`config.mk`:
```
export PLATFORM = sky130hd
export DESIGN_NAME = md5_core_ctrl_flat
export DESIGN_NICKNAME = d
export VERILOG_FILES = /design/src/rtl/md5_core_ctrl_if.sv /design/src/rtl/md5_core_ctrl.sv /design/src/flat_wrapper.sv
export SDC_FILE = /design/constraint.sdc
export NUM_CORES = 1
export LEC_CHECK = 0
export CORE_MARGIN = 2
export CORE_UTILIZATION = 45
export DETAILED_ROUTE_END_ITERATION = 10
export PLACE_DENSITY = 0.71
export SYNTH_ARGS = -nofsm -noshare
export SYNTH_HDL_FRONTEND = slang
export SYNTH_SLANG_ARGS = --single-unit
```
`constraint.sdc`:
```
create_clock -name CLK -period 4.8 [get_ports CLK]
set_clock_uncertainty 0.2 [all_clocks]
set_input_delay 0.96 -clock CLK [delete_from_list [all_inputs] [get_ports CLK]]
set_output_delay 0.96 -clock CLK [all_outputs]
set_load 0.01 [all_outputs]
```
`src/rtl/md5_core_ctrl_if.sv`:
```
// Start-slot bus between md5_core_ctrl (master) and the MD5 core array (slave).
// Carries frame_cnt only when CORE_CTRL_FRAME_CNT_EN is defined.
interface md5_core_ctrl_if #(
  parameter int N_CORES = 3
);
  logic [N_CORES-1:0] core_start;
  logic               ctx_num;
  logic [N_CORES-1:0] seq_num;
`ifdef CORE_CTRL_FRAME_CNT_EN
  logic [31:0]        frame_cnt;
`endif

  modport master (
    output core_start,
    output ctx_num,
`ifdef CORE_CTRL_FRAME_CNT_EN
    output frame_cnt,
`endif
    output seq_num
  );

  modport slave (
    input core_start,
    input ctx_num,
`ifdef CORE_CTRL_FRAME_CNT_EN
    input frame_cnt,
`endif
    input seq_num
  );
endinterface

```
`src/rtl/md5_core_ctrl.sv`:
```
// Free-running staggered start scheduler for N_CORES two-context MD5 cores.
// Optional full-frame counter output enabled by defining CORE_CTRL_FRAME_CNT_EN.
module md5_core_ctrl #(
  parameter int N_CORES  = 3,
  parameter int SLOT     = 4,
  parameter int HALF_LEN = 18
) (
  input  logic CLK,
  input  logic reset,
  md5_core_ctrl_if.master bus
);

  localparam int             PW   = (HALF_LEN > 1) ? $clog2(HALF_LEN) : 1;
  localparam logic [PW-1:0]  LAST = PW'(HALF_LEN - 1);

  // Reject schedules where core starts would spill into the next half-frame.
  generate
    if (N_CORES < 1 || N_CORES > 16 || SLOT < 1 || N_CORES * SLOT > HALF_LEN) begin : g_cfg_check
      $error("md5_core_ctrl: invalid N_CORES/SLOT/HALF_LEN combination");
    end
  endgenerate

  logic [PW-1:0]            r_phase;
  logic                     r_ctx;
  logic [1:0][N_CORES-1:0]  r_seq;
  logic [N_CORES-1:0]       w_hit;
  logic                     w_last;

  always_comb begin
    w_hit = '0;
    for (int i = 0; i < N_CORES; i++) begin
      w_hit[i] = (r_phase == PW'(i * SLOT));
    end
  end

  assign w_last = (r_phase == LAST);

  // NOTE: non-blocking assignments make every output and state update use the
  // pre-edge values of r_phase/r_ctx/r_seq, which is what the schedule relies on.
  always_ff @(posedge CLK) begin
    if (reset) begin
      // NOTE: the seq array is a handful of flops and must start from zero so
      // the first start of each (core, ctx) carries sequence bit 0; reset it.
      r_phase        <= '0;
      r_ctx          <= 1'b0;
      r_seq          <= '0;
      bus.core_start <= '0;
      bus.ctx_num    <= 1'b0;
      bus.seq_num    <= '0;
`ifdef CORE_CTRL_FRAME_CNT_EN
      bus.frame_cnt  <= '0;
`endif
    end else begin
      bus.core_start <= w_hit;
      bus.ctx_num    <= r_ctx;
      bus.seq_num    <= r_seq[r_ctx];
      // The pulse carries the old bit; the next start of this (core, ctx) sees it inverted.
      r_seq[r_ctx]   <= r_seq[r_ctx] ^ w_hit;
      if (w_last) begin
        r_phase <= '0;
        r_ctx   <= ~r_ctx;
      end else begin
        r_phase <= r_phase + 1'b1;
      end
`ifdef CORE_CTRL_FRAME_CNT_EN
      if (w_last && r_ctx) begin
        bus.frame_cnt <= bus.frame_cnt + 32'd1;
      end
`endif
    end
  end

endmodule

```
`src/flat_wrapper.sv`:
```
// flat-port wrapper written by rule: the top's interface ports become plain ports
module md5_core_ctrl_flat 
#(
  parameter int N_CORES  = 3,
  parameter int SLOT     = 4,
  parameter int HALF_LEN = 18
)
  (CLK, reset, bus_core_start, bus_ctx_num, bus_seq_num);
  md5_core_ctrl_if #(.N_CORES(N_CORES)) bus_i ();
  input  logic CLK;
  input  logic reset;
  output wire logic [$bits(bus_i.core_start)-1:0] bus_core_start;
  output wire logic [$bits(bus_i.ctx_num)-1:0] bus_ctx_num;
  output wire logic [$bits(bus_i.seq_num)-1:0] bus_seq_num;
  assign bus_core_start = bus_i.core_start;
  assign bus_ctx_num = bus_i.ctx_num;
  assign bus_seq_num = bus_i.seq_num;
  md5_core_ctrl #(.N_CORES(N_CORES), .SLOT(SLOT), .HALF_LEN(HALF_LEN)) u_core (.CLK(CLK), .reset(reset), .bus(bus_i));
endmodule
```
==> flow_summary.ini <==
[worst_hold_path]
hold_path_startpoint = u_core.r_seq[3]$_SDFFE_PP0P_
hold_path.class = flip-flop to flip-flop
worstHoldEndpoint = u_core.r_seq[3]$_SDFFE_PP0P_
worst_hold_path.num_cells = 2

[floorplan]
total_die_area_mm2 = 0.00203
fp-row-count = 14
die_w_um = 45.1
coreArea_mm2 = 0.00154
starting_density_of_the_core = 0.493
pin_count = 9
die_height_um = 45.1

[synth]
synth_sequential_area_ratio = 0.501
syn-num-nets = 81
synth.distinct_cells = 22
synth_top_flop_cell = sky130_fd_sc_hd__dfxtp_1
postSynthAreaPerCell_um2 = 9.99
postSynthRegisterBits = 19
synthArstFlopShare = 0
post-synth-top-area-fraction = 0.501
yosysTopAreaCell = sky130_fd_sc_hd__dfxtp_1
synth-edff-count = 0
post_synth_main_area_contributors = sky130_fd_sc_hd__dfxtp_1, sky130_fd_sc_hd__a21oi_1, sky130_fd_sc_hd__ha_1, sky130_fd_sc_hd__or3_1, sky130_fd_sc_hd__nor2_1
syn-instance-count = 76
synth_warnings = 0
synthesis.area_um2 = 759

[placement]
cell_area_reported_after_detailed_placement_um2 = 833
dp.cells = 97
post_detail_place_hpwl_um = 798
gp_routability_congestion = 0.690
port_buffers = 8
dp_slack_ps = 2410

[critical_path]
path_buf_inv = 1
crit_fanout = 1
cpMaxStageDelayCell = sky130_fd_sc_hd__clkdlybuf4s50_1
r2r_end = u_core.r_seq[0]$_SDFFE_PP0N_
max_stage_delay_ps = 530
worst-setup-path-type = flip-flop to output pin
critical_path_required_ps = 3640
critical_path.cell_chain = clkdlybuf4s50_1
worst_setup_path_start_kind = flip-flop
worst_ep_arrival_time_ps = 1180
reg2reg_slack_ps = 2980
ff2ff_path_depth = 5
critPathTopFamily = buffers and inverters
critPathCaptureType = output pin
rr_startpoint = u_core.r_phase[0]$_SDFF_PP0_

[drt]
drtAntennaViolNets = 0
drtPass1Iterations = 4
number_of_drc_violations_after_detailed_routing = 0
initialDrtViolationCount = 9
drt-wirelength-per-cell_um = 11.7
detail_route.wirelength_um = 1180
vias = 543
route.detailed.vias_per_inst = 5.38

[clock_network]
insertion_delay_ps = 300
cts-root-to-sink-buffers = 2
postCtsSetupBuffers = 0
cts_buffers = 3
cts.root.buffer_cell = sky130_fd_sc_hd__clkbuf_4
cts_htree_levels = 1
clk_pin_slew_ps = 110
numClockSinks = 19
cts_tree = yes
cts_resized = 0
postCtsHoldBufs = 0

[power]
powerDensity_mw_per_mm2 = 314
cellLeakagePower_nw = 0.298
vdd_ir_drop_max_mv = 0.206
overall_power_mw = 0.270

[sta]
finalWorstPathRequiredPeriod_ps = 2340
finalWorstSetupSlack_ps = 2460
setup_violations = 0
fin_setup_tns_ps = 0
fmax_mhz = 427
timing_hold_violations_final = 0
grt_setup_unrepaired = false
finalMaxSlewViolations = 0
max_slew.worst_pin.slew_ps = 663
slew_headroom = 0.557
min_period_over_period = 0.488

[layout]
finish.net_count = 91
n_fill_cell = 143
layout_stage_area_growth_over_the_synthesis_result_pct = 13.3
instances_no_fill = 101
final_layout_size_suffix_gt1_frac = 0.0824
post_layout_inst_area_um2 = 861
antenna-diode-count = 0

[global_route]
grt_pass1_vias = 480
grt_remaining_overflow = 0
gr-usage-all-layers = 0.134
grt_start_max_net_pins = 20
grt_antenna_before_repair = 0
first_pass_grt_wire_length_um = 1930

[flow_run]
cap_viol_max_count = 0

[outcome]
status = finished clean
==> sequential cells by signal, summed over array words and instances, names as in the netlist <==
register,cells
u_core.bus.core_start,3
u_core.bus.ctx_num,1
u_core.bus.seq_num,3
u_core.r_ctx,1
u_core.r_phase,5
u_core.r_seq,6
==> cells in the final DEF (no fill, tap or decap) <==
cell	n
sky130_fd_sc_hd__o21ai_0	6
sky130_fd_sc_hd__mux2i_1	3
sky130_fd_sc_hd__nor3b_1	1
sky130_fd_sc_hd__ha_1	3
sky130_fd_sc_hd__nor2_1	9
sky130_fd_sc_hd__xor2_1	1
sky130_fd_sc_hd__and4bb_2	1
sky130_fd_sc_hd__xnor2_1	1
sky130_fd_sc_hd__inv_1	3
sky130_fd_sc_hd__nor3_1	1
sky130_fd_sc_hd__clkinv_2	1
sky130_fd_sc_hd__a21oi_1	9
sky130_fd_sc_hd__nand3_1	1
sky130_fd_sc_hd__nor4_1	1
sky130_fd_sc_hd__and4_2	1
sky130_fd_sc_hd__nand2b_1	2
sky130_fd_sc_hd__or3_1	6
sky130_fd_sc_hd__clkbuf_4	3
sky130_fd_sc_hd__clkdlybuf4s50_1	8
sky130_fd_sc_hd__nand4bb_1	2
sky130_fd_sc_hd__dfxtp_1	19
sky130_fd_sc_hd__or4b_4	1
sky130_fd_sc_hd__nand3b_1	2
==> synthesized netlist by cell type, drive strengths merged, types with 2 or more instances <==
cell / n
a21oi: 9
buf: 2
dfxtp: 19
ha: 3
inv: 3
mux2i: 3
nand2b: 2
nand3b: 2
nand4bb: 2
nor2: 9
o21ai: 6
or3: 6
==> kinds of logic after synthesis <==
family | count (synthesis) | share of synthesized area
buffers and inverters | 6 | 0.0494
AND/OR/NAND/NOR | 28 | 0.239
adder cells (fa/ha/maj) | 3 | 0.0494
flip-flops | 19 | 0.501
AO/OA/AOI/OAI | 15 | 0.0988
XOR/XNOR | 2 | 0.0231
multiplexers | 3 | 0.0395
==> metrics by stage <==
step | hold slack [ps] | util
global route | 314 | 0.558
CTS | 290 | 0.558
floorplan | 255 | -
global placement | 267 | 0.541
finish | 293 | 0.558
detailed placement | 275 | 0.541
==> power by group <==
group          total [mW]  internal [mW]  switching, mW
clock              0.0796         0.0311         0.0485
combinational      0.0233         0.0122         0.0110
sequential          0.168          0.163        0.00425
total               0.270          0.207         0.0638
==> layer usage <==
layer | up-vias | GRT usage | routed length, um
met4 | 0 | 0.0706 | 27
met5 | - | 0 | 0
met1 | 245 | 0.160 | 591
li1 | 284 | - | -
met3 | 4 | 0.0600 | 49
met2 | 10 | 0.203 | 511
==> worst min-delay path, cell delays in order (launching register included) <==
cell	delay [ps]
sky130_fd_sc_hd__dfxtp_1	330
sky130_fd_sc_hd__o21ai_0	70
sky130_fd_sc_hd__a21oi_1	60
==> final cells by class <==
type / instances / area [um2] / share of cell area
clock buffer: 3 / 22.5 / 0.0262
clock inverter: 1 / 5.00 / 0.00581
inverter: 3 / 11.3 / 0.0131
multi-input combinational: 51 / 342 / 0.397
sequential: 19 / 380 / 0.442
tap: 16 / 20.0 / 0.0233
timing repair buffer: 8 / 80.1 / 0.0930
==> how the worst max path moves through the flow <==
| stage | slack [ps] | cells past startpoint | from | to |
|---|---|---|---|---|
| 2_1_floorplan | 3080 | 3 | reset | u_core.bus.core_start[0]$_SDFF_PP0_ |
| 3_3_place_gp | 2450 | 2 | reset | u_core.r_phase[4]$_SDFF_PP0_ |
| 3_5_place_dp | 2410 | 2 | reset | u_core.r_phase[4]$_SDFF_PP0_ |
| 4_1_cts | 2450 | 1 | u_core.bus.ctx_num$_SDFF_PP0_ | bus_ctx_num |
| 5_1_grt | 2420 | 1 | u_core.bus.ctx_num$_SDFF_PP0_ | bus_ctx_num |
| 6_report | 2460 | 1 | u_core.bus.ctx_num$_SDFF_PP0_ | bus_ctx_num |
(Power assumes the default switching activity.)
